`src/rtl/adder_tree_pipe.sv`:
```
// Pipelined binary adder tree with a valid bit per level and global stall/backpressure.
// Optional frame accumulator after the tree, compiled in with `define ADDER_TREE_ACC_EN.
module adder_tree_pipe #(
  parameter int IN_W  = 14,
  parameter int N_IN  = 4,
  parameter int ACC_N = 8,
  localparam int LVL   = $clog2(N_IN),
  localparam int SUM_W = IN_W + LVL,
`ifdef ADDER_TREE_ACC_EN
  localparam int OUT_W = SUM_W + $clog2(ACC_N)
`else
  localparam int OUT_W = SUM_W
`endif
) (
  input  logic                   clk,
  input  logic                   rst_n,
  input  logic [N_IN*IN_W-1:0]   in_data,
  input  logic                   in_valid,
  output logic                   in_ready,
  output logic [OUT_W-1:0]       out_data,
  output logic                   out_valid,
  input  logic                   out_ready,
  output logic                   out_last
);

  // Bit offset of level j inside the flattened bus of all level registers.
  function automatic int lvl_off(input int j);
    int o;
    o = 0;
    for (int i = 0; i < j; i++) o += (N_IN >> (i + 1)) * (IN_W + i + 1);
    return o;
  endfunction

  localparam int TOT_W    = lvl_off(LVL);
  localparam int LAST_OFF = lvl_off(LVL - 1);

  if (N_IN < 2 || N_IN > 16 || (N_IN & (N_IN - 1)) != 0) begin : g_bad_n_in
    $error("adder_tree_pipe: N_IN must be a power of two in 2..16");
  end
  if (ACC_N < 2 || ACC_N > 256 || (ACC_N & (ACC_N - 1)) != 0) begin : g_bad_acc_n
    $error("adder_tree_pipe: ACC_N must be a power of two in 2..256");
  end

  logic [TOT_W-1:0] w_lvl;
  logic [LVL-1:0]   w_vld;
  logic [SUM_W-1:0] w_tree_sum;
  logic             w_tree_vld;
  logic             w_stall;
  logic             w_adv;

  assign w_adv    = ~w_stall;
  assign in_ready = w_adv;

  for (genvar j = 0; j < LVL; j++) begin : g_lvl
    localparam int W   = IN_W + j + 1;
    localparam int N   = N_IN >> (j + 1);
    localparam int OFF = lvl_off(j);

    logic [2*N*(W-1)-1:0] w_src;
    logic                 w_src_vld;
    logic [N*W-1:0]       r_sum;
    logic                 r_vld;

    if (j == 0) begin : g_in
      assign w_src     = in_data;
      assign w_src_vld = in_valid;
    end else begin : g_prev
      assign w_src     = w_lvl[lvl_off(j-1) +: 2*N*(W-1)];
      assign w_src_vld = w_vld[j-1];
    end

    // Data moves with bubbles too; only the valid bit distinguishes them.
    always_ff @(posedge clk or negedge rst_n) begin
      if (!rst_n) begin
        r_sum <= '0;
        r_vld <= 1'b0;
      end else if (w_adv) begin
        r_vld <= w_src_vld;
        for (int k = 0; k < N; k++) begin
          r_sum[k*W +: W] <= W'(w_src[2*k*(W-1) +: W-1]) +
                             W'(w_src[(2*k+1)*(W-1) +: W-1]);
        end
      end
    end

    assign w_lvl[OFF +: N*W] = r_sum;
    assign w_vld[j]          = r_vld;
  end

  assign w_tree_sum = w_lvl[LAST_OFF +: SUM_W];
  assign w_tree_vld = w_vld[LVL-1];

`ifdef ADDER_TREE_ACC_EN
  localparam int CNT_W = $clog2(ACC_N);

  logic [OUT_W-1:0] r_acc;
  logic [CNT_W-1:0] r_cnt;
  logic             r_out_vld;

  // The first result of a frame overwrites acc, so a frame can start in the
  // same cycle the previous frame's total is handed off.
  always_ff @(posedge clk or negedge rst_n) begin
    if (!rst_n) begin
      r_acc     <= '0;
      r_cnt     <= '0;
      r_out_vld <= 1'b0;
    end else if (w_adv) begin
      r_out_vld <= w_tree_vld && (r_cnt == CNT_W'(ACC_N - 1));
      if (w_tree_vld) begin
        r_acc <= (r_cnt == '0) ? OUT_W'(w_tree_sum) : r_acc + OUT_W'(w_tree_sum);
        r_cnt <= r_cnt + CNT_W'(1);
      end
    end
  end

  assign w_stall   = r_out_vld & ~out_ready;
  assign out_data  = r_acc;
  assign out_valid = r_out_vld;
  assign out_last  = r_out_vld;
`else
  assign w_stall   = w_tree_vld & ~out_ready;
  assign out_data  = w_tree_sum;
  assign out_valid = w_tree_vld;
  assign out_last  = w_tree_vld;
`endif

endmodule

```
`config.mk`:
```
export PLATFORM = sky130hd
export DESIGN_NAME = adder_tree_pipe
export DESIGN_NICKNAME = d
export VERILOG_FILES = /design/src/rtl/adder_tree_pipe.sv
export SDC_FILE = /design/constraint.sdc
export NUM_CORES = 1
export LEC_CHECK = 0
export BUFFER_PORTS_ARGS = -buffer_cell sky130_fd_sc_hd__buf_2
export CAP_MARGIN = 25
export CORE_MARGIN = 2
export CORE_UTILIZATION = 56
export CTS_CLUSTER_DIAMETER = 120
export DETAILED_ROUTE_END_ITERATION = 12
export PLACE_DENSITY = 0.81
export SETUP_SLACK_MARGIN = 0.2
export SLEW_MARGIN = 15
export SYNTH_ARGS = -nofsm -noshare
export SYNTH_HDL_FRONTEND = slang
export SYNTH_SLANG_ARGS = --single-unit
```
`constraint.sdc`:
```
create_clock -name clk -period 3 [get_ports clk]
set_clock_uncertainty 0.2 [all_clocks]
set_input_delay 0.15 -clock clk [delete_from_list [all_inputs] [get_ports clk]]
set_output_delay 0.15 -clock clk [all_outputs]
set_load 0.02 [all_outputs]
```
# Word-level counts from Yosys, hierarchy flattened
# Cells that the tools add are included.
[classes] addsub=3 multipliers=0 div_mod_pow=0 order_cmp=0 n_eq_ne=0 shift=0 n_mux=0 bitwise=3 reduce_logical=0
[ops] operator="14-bit by 14-bit adder with 15-bit output" count=2
[ops] operator="15-bit by 15-bit adder with 16-bit output" count=1
[ops] operator="1-bit NOT" count=2
[ops] operator="1-bit bitwise AND" count=1
[totals] regBits=48 latchBits=0 mem_bits_rw=0 romBits=0 output_inout_bits=19 memories=0

# Longest topological paths before layout
# Gate-level depths: netlist of run 1.
[depth] depth_word=3 mapped_depth=7

# Worst setup path after synthesis of run 1
# Ideal clock, no wire load.
[synth_timing] path_kind="flip-flop to flip-flop" from="reg g_lvl[0].r_sum[0]" to="reg g_lvl[1].r_sum[12] (netlist: out_data[12])" t_arrival_ns=2.176 slack_ns=0.520 stages_incl_launch_ff=8 n_path_buf=0 synth_period_minus_slack_ns=2.480 cell_sequence="dfrtp_1 > ha_1 > fa_1 > a211oi_1 > o211ai_2 > nand2_2 > mux2_4 > o41ai_2"
[synth_between] elab_chain_cells=1
[synth_rtl] item="start, declared" line_no="61" source="logic [N*W-1:0] r_sum;"
[synth_rtl] item="start signal, assigned by index" line_no="80" source="r_sum[k*W +: W] <= W'(w_src[2*k*(W-1) +: W-1]) +"
[synth_rtl] item="15-bit by 15-bit adder with 16-bit output" line_no="80"
[synth_rtl] item="end signal, assigned by index" line_no="80"
[synth_rtl] item="end, declared" line_no="61"
# Every way passes these cells.
# A chain may end at the register's enable or synchronous reset.

# Worst setup path after layout of run 1
[layout_timing] from="in in_data[14]" to="reg g_lvl[0].r_sum[12]"
[layout_between] elab_chain_cells=1
[layout_rtl] item="start, declared" line_no="17" source="input logic [N_IN*IN_W-1:0] in_data,"
[layout_rtl] item="14-bit by 14-bit adder with 15-bit output" line_no="80"
# Every way passes these cells.

==> results.tsv, run 1 <==
metric	value	unit
Worst-Margin Slew	0.598	ns
initial detailed-routing violation count	163	
Max Slew Vio Count	0	
gr usage total	25.0	%
Bufs on Longest Clock Path	2	
Worst path slowest cell	dlygate4sd3_1	
Die H	87.5	um
Syn Area/Cell	8.54	um2
maximum VDD drop	0.224	mV
GR Util met3	3.32	%
Post-synth top flop	dfrtp_1	
status	finished clean	
LEAKAGE	0.00215	uW
Final HPWL DP	7020	um
Non-Filler Instances	614	
met1 usage	34.2	%
period utilization	89.5	%
# DRC	0	
Final nets	639	
vias in the first global route	3393	
worst hold path type	primary input to flop	
Slew Limit Headroom	59.1	%
TNS Setup	0	ns
Final ANT Viol Nets	0	
CP top delay family	compound AO/OA/AOI/OAI gates	
Top Usage Layer GRT	met2	
Post-Syn Instances	457	
met2 usage	41.0	%
Skew-Pair Late Insertion Delay	0.30	ns
core area	0.00676	mm2
min cycle time layout	2.69	ns
max capacitance violation total	0	
first-pass GRT wire length	15300	um
Hold Fails Final Rpt	0	
Crit path arrival time	2.69	ns
CTS tree	built	
vias per cell	6.02	
post-place instance area	0.00433	mm2
Crit Path Class	primary input to flop	
crit path launch	in_data[14]	
Mapped Nets	563	
CP cell instances	dlygate4sd3_1 -> buf_2 -> ha_1 -> fa_1 -> a21oi_1 -> a2bb2oi_1 -> a21oi_2 -> or3_1 -> a32o_1	
initial antenna violation count	0	
Startpoint Class	primary input	
# fillers	587	
FF+latch count, synth	48	
drt first pass iters	5	
CP max stage delay	0.53	ns
PortBufs	78	
HP Start	in_data[43]	
share of cells above drive strength 1	19.7	%
Synth Cell Area	0.00390	mm2
Post-Route WL	9230	um
Final Instance Area	0.00451	mm2
Fmax	372	MHz
dpl cells	599	
power per cell area	666	mW/mm2
CTS Buf Count	5	
Initial Util	57.8	%
Layout area overhead	15.6	%
RSZ-0062 raised after global routing	no	
worst path required time	3.00	ns
Inserted Diodes	0	
post-CTS setup buffers	0	
gpl congestion	0.891	
DR WL/cell	15.0	um
synth unique cells	70	
setup violators final	0	
total gr overflow	0	
num rows	30	
total clock sinks	48	
Worst setup EP type	flop	
Die X	87.5	um
root buf cell	clkbuf_8	
die footprint	0.00765	mm2
crit-path max FO	6	
Post-synth EDFFs	0	
largest net degree at the start of global routing	49	
Clock Pin Slew Worst Setup and Hold Paths	0.09	ns
Buf/Inv on CP	2	
YS warnings	0	
DR vias	3696	
reg-to-reg startpoint	g_lvl[0].r_sum[0]	
I/O pin cnt	79	
sequential share of the synthesized area	30.8	%
CTS H-tree lvls	2	
asr flop ratio synth	100	%
==> layer usage <==
layer,vias to the layer above,routed length [um]
li1,1860,-
met1,1695,4210
met2,128,4400
met3,13,472
met4,0,146
met5,-,0
==> flip-flops by register name, summed over array words and instances (netlist names) <==
signal and flops:
out_last 1, g_lvl.r_vld 1, out_data 16, g_lvl.r_sum 30
==> stage by stage <==
step	total power [uW]	worst slack, ns	hold slack, ns	util, %
floorplan	2170	0.520	-0.346	-
global placement	2520	0.410	0.151	64.1
detailed placement	2560	0.332	0.159	64.1
CTS	3000	0.308	0.0314	66.6
global route	3260	0.169	0.0513	66.8
finish	3000	0.314	0.0471	66.8
==> worst min-delay path: cells and delay by family <==
kind	cells	cell delay [ns]
fa+ha+maj	1	0.15
buf+inv	1	0.11
simple gates	2	0.11
==> placed cells by master (no fill, tap or decap), types with 3 or more instances in the layout <==
| master | instances |
|---|---|
| nand4_1 | 5 |
| nor3_1 | 10 |
| o21ai_1 | 6 |
| o211ai_1 | 3 |
| buf_4 | 5 |
| nor2_1 | 42 |
| clkbuf_8 | 6 |
| a211oi_1 | 12 |
| fa_1 | 3 |
| or3_1 | 6 |
| nor3b_1 | 4 |
| o21ai_0 | 32 |
| a21boi_0 | 3 |
| o211a_1 | 3 |
| dlygate4sd3_1 | 7 |
| inv_1 | 8 |
| nand2_1 | 57 |
| a21oi_1 | 34 |
| o22ai_1 | 3 |
| and3_1 | 6 |
| buf_2 | 77 |
| a21o_1 | 12 |
| nand3_1 | 10 |
| a31oi_1 | 7 |
| dfrtp_1 | 48 |
| o21bai_1 | 3 |
| a211oi_2 | 4 |
| o31ai_1 | 5 |
| ha_1 | 43 |
| xnor2_1 | 4 |
| o21a_1 | 5 |
| xor2_1 | 11 |
==> Yosys cell counts, types with 5 or more instances <==
cell | n | area (um2)
nor2_1 | 42 | 158
or3_1 | 6 | 37.5
nand3_1 | 10 | 50.1
and3_1 | 6 | 37.5
ha_1 | 43 | 538
a211oi_1 | 13 | 97.6
a31oi_1 | 7 | 43.8
o21ai_0 | 32 | 160
nand4_1 | 5 | 31.3
nor3_1 | 10 | 50.1
o31ai_1 | 5 | 37.5
nand2_1 | 57 | 214
o21ai_1 | 6 | 30.0
inv_1 | 8 | 30.0
o21a_1 | 5 | 37.5
a21oi_1 | 35 | 175
clkbuf_1 | 10 | 37.5
a21o_1 | 12 | 90.1
dfrtp_1 | 48 | 1200
xor2_1 | 11 | 96.3
==> path summary, 6_finish.rpt <==
path | endpoint | slack [ns] | cells after the start
worst max-delay path | g_lvl[0].r_sum[12] | 0.31 | 9
worst min-delay path | g_lvl[0].r_sum[16] | 0.05 | 4
worst max register to register | out_data[12] | 0.41 | 7
worst min register to register | out_data[1] | 0.28 | 2
max in group asynchronous | out_data[8] | 1.99 | 2
min in group asynchronous | out_data[0] | 0.20 | 2
==> logic make-up after synthesis <==
kind of cell               share of synthesized area (%)
AOI/OAI and AO/OA                                   27.9
xor gates and xnor gates                            3.37
adders and majority gates                           15.3
buffers and inverters                               3.37
DFF                                                 30.8
muxes                                              0.897
and+or+nand+nor                                     18.4
==> area by class of cell <==
type / instances / area [um2] / share of cell area [%]
Clock buffer: 6 / 82.6 / 1.83
Clock inverter: 2 / 13.8 / 0.305
Inverter: 9 / 33.8 / 0.749
Multi-Input combinational cell: 380 / 2590 / 57.3
Sequential cell: 48 / 1200 / 26.6
Tap cell: 80 / 100 / 2.22
Timing Repair Buffer: 89 / 493 / 10.9
==> report_power, final <==
| group | switching, uW | internal, uW |
|---|---|---|
| combinational | 958 | 665 |
| sequential | 118 | 850 |
| clock | 222 | 189 |
==> what timing repair did <==
action                                 CTS  global route
setup endpoints to repair                0             2
endpoints found under the hold margin   53             0
hold buffers                             7             0
gates resized for setup                  0             2
No activity file was read; power rests on OpenSTA's default activity.
==> inputs of run 2 (changes only) <==
CORE_MARGIN = 4   (was 2)
==> run 2 against run 1 <==
  * Register-to-register slack gained 0.02 ns
  * Clock power shrank 6.1%
  * Worst hold slack lost 0.033 ns
  * Design area shrank 0.36%
  * Total power shrank 0.94%
==> results.tsv, run 2 (same netlist as run 1, synthesis figures left out) <==
metric	value	unit
status	finished clean	
crit-path max FO	6	
# fillers	585	
Max Slew Vio Count	0	
total gr overflow	0	
core area	0.00679	mm2
Pint	1670	uW
reg-to-reg startpoint	g_lvl[0].r_sum[0]	
Crit path arrival time	2.68	ns
Layout area overhead	15.2	%
RSZ-0062 raised after global routing	yes	
post-CTS setup buffers	0	
Reg power frac	32.5	%
die footprint	0.00837	mm2
Worst Hold Path EP	g_lvl[0].r_sum[0]	
num rows	30	
met3 WL post-DR	509	um
Slew Limit Headroom	55.0	%
share of cells above drive strength 1	19.6	%
Hold Fails Final Rpt	0	
Final nets	636	
TNS Setup	0	ns
PortBufs	78	
Startpoint Class	primary input	
# DRC	0	
Clock Pin Slew Worst Setup and Hold Paths	0.09	ns
period utilization	89.3	%
met2 routed WL	4570	um
maximum VDD drop	0.244	mV
post-place instance area	0.00435	mm2
Logic pwr share	54.5	%
max capacitance violation total	0	
Inserted Diodes	0	
Skew-Pair Late Insertion Delay	0.30	ns
Setup WS post-layout	0.322	ns
Initial Util	57.5	%
CTS H-tree lvls	2	
Post-Route WL	9390	um
worst path required time	3.00	ns
Util after Layout	66.2	%
Largest Register	g_lvl.r_sum	
Die H	91.5	um
Worst-Margin Slew	0.671	ns
gpl congestion	0.902	
worst hold path type	primary input to flop	
HP Start	in_data[0]	
Crit Path Class	primary input to flop	
CTS Buf Count	5	
Fmax	373	MHz
drt first pass iters	5	
R2R Path End	out_data[12]	
CTS tree	built	
vias in the first global route	3618	
min cycle time layout	2.68	ns
most common cell after layout, fill and taps aside	buf_2	
worst slack, placed	0.330	ns
vias per cell	5.89	
max FFs per register	30	
DR vias	3693	
I/O pin cnt	79	
clock share of power	13.0	%
Bufs on Longest Clock Path	2	
total clock sinks	48	
R2R setup slack	0.43	ns
M1 WL	4160	um
initial detailed-routing violation count	145	
Top Layer Used	met4	
DR WL/cell	15.0	um
setup violators final	0	
Worst setup EP type	flop	
switching share of power	43.8	%
Die X	91.5	um
Final HPWL DP	7230	um
Switching Power	1300	uW
root buf cell	clkbuf_8	
power per cell area	662	mW/mm2
largest net degree at the start of global routing	57	
LEAKAGE	0.00213	uW
Final ANT Viol Nets	0	
Final Instance Area	0.00450	mm2
first-pass GRT wire length	16100	um
worst hold stages	4	
total power	2970	uW
initial antenna violation count	0	
most frequent cells in the layout	buf_2, nand2_1, dfrtp_1, ha_1, nor2_1	
gr usage total	23.0	%
r2r worst-path depth	7	
==> run 2: cell types whose count changed in the layout (fill, tap and decap cells not counted) <==
cell,delta
buf_4,-1
clkbuf_8,-1
clkinv_2,+1
clkinv_4,+1
dlygate4sd3_1,-2
inv_6,-1
==> run 2: per-layer routing <==
layer / global-route usage, % / up-vias
met5: 0 / -
li1: - / 1845
met2: 40.0 / 119
met3: 3.56 / 17
met4: 6.16 / 0
met1: 29.7 / 1712
==> run 2: through the flow <==
step / cells / hold WS [ns]
4_1_cts: 627 / 0.000500
6_report: 627 / 0.0138
3_5_place_dp: 614 / 0.161
3_3_place_gp: 614 / 0.152
2_1_floorplan: 457 / -0.346
5_1_grt: 627 / 0.0154
==> run 2: cell type report <==
class,count,area [um2],share of cell area [%]
multi-input combinational,380,2590,57.6
sequential,48,1200,26.7
timing repair buffer,86,465,10.4
tap,96,120,2.67
clock buffer,5,68.8,1.53
inverter,9,33.8,0.751
clock inverter,3,18.8,0.417
==> run 2: power by group through the flow <==
stage	Sequential, uW	Combinational [uW]	Clock [uW]
after floorplan	1090	1080	0
after global placement	971	1540	0
after detailed placement	983	1580	0
after CTS	970	1600	396
after global routing	994	1810	420
final	968	1620	386
==> run 2: repair_timing <==
item                                    CTS  global route
hold buffers                              5             0
hold endpoints to repair                 51             0
endpoints found under the setup margin    0             2
resized for setup                         0             2
==> run 2: critical path: stages <==
cell and delay (ns):
dlygate4sd3_1 0.53, buf_2 0.12, ha_1 0.22, fa_1 0.41
a21oi_1 0.23, a2bb2oi_1 0.28, a21oi_2 0.15, or3_1 0.37
a32o_1 0.22
==> run 2: worst max-delay path by stage <==
stage                            startpoint                 end  slack (ns)  cells after the start
after floorplan           g_lvl[0].r_sum[0]        out_data[12]        0.52                      7
after global placement    g_lvl[0].r_sum[0]        out_data[12]        0.41                      7
final                           in_data[14]  g_lvl[0].r_sum[12]        0.32                      9
after global routing            in_data[14]  g_lvl[0].r_sum[12]        0.18                      9
after CTS                 g_lvl[0].r_sum[0]        out_data[12]        0.29                      7
after detailed placement  g_lvl[0].r_sum[0]        out_data[12]        0.33                      7
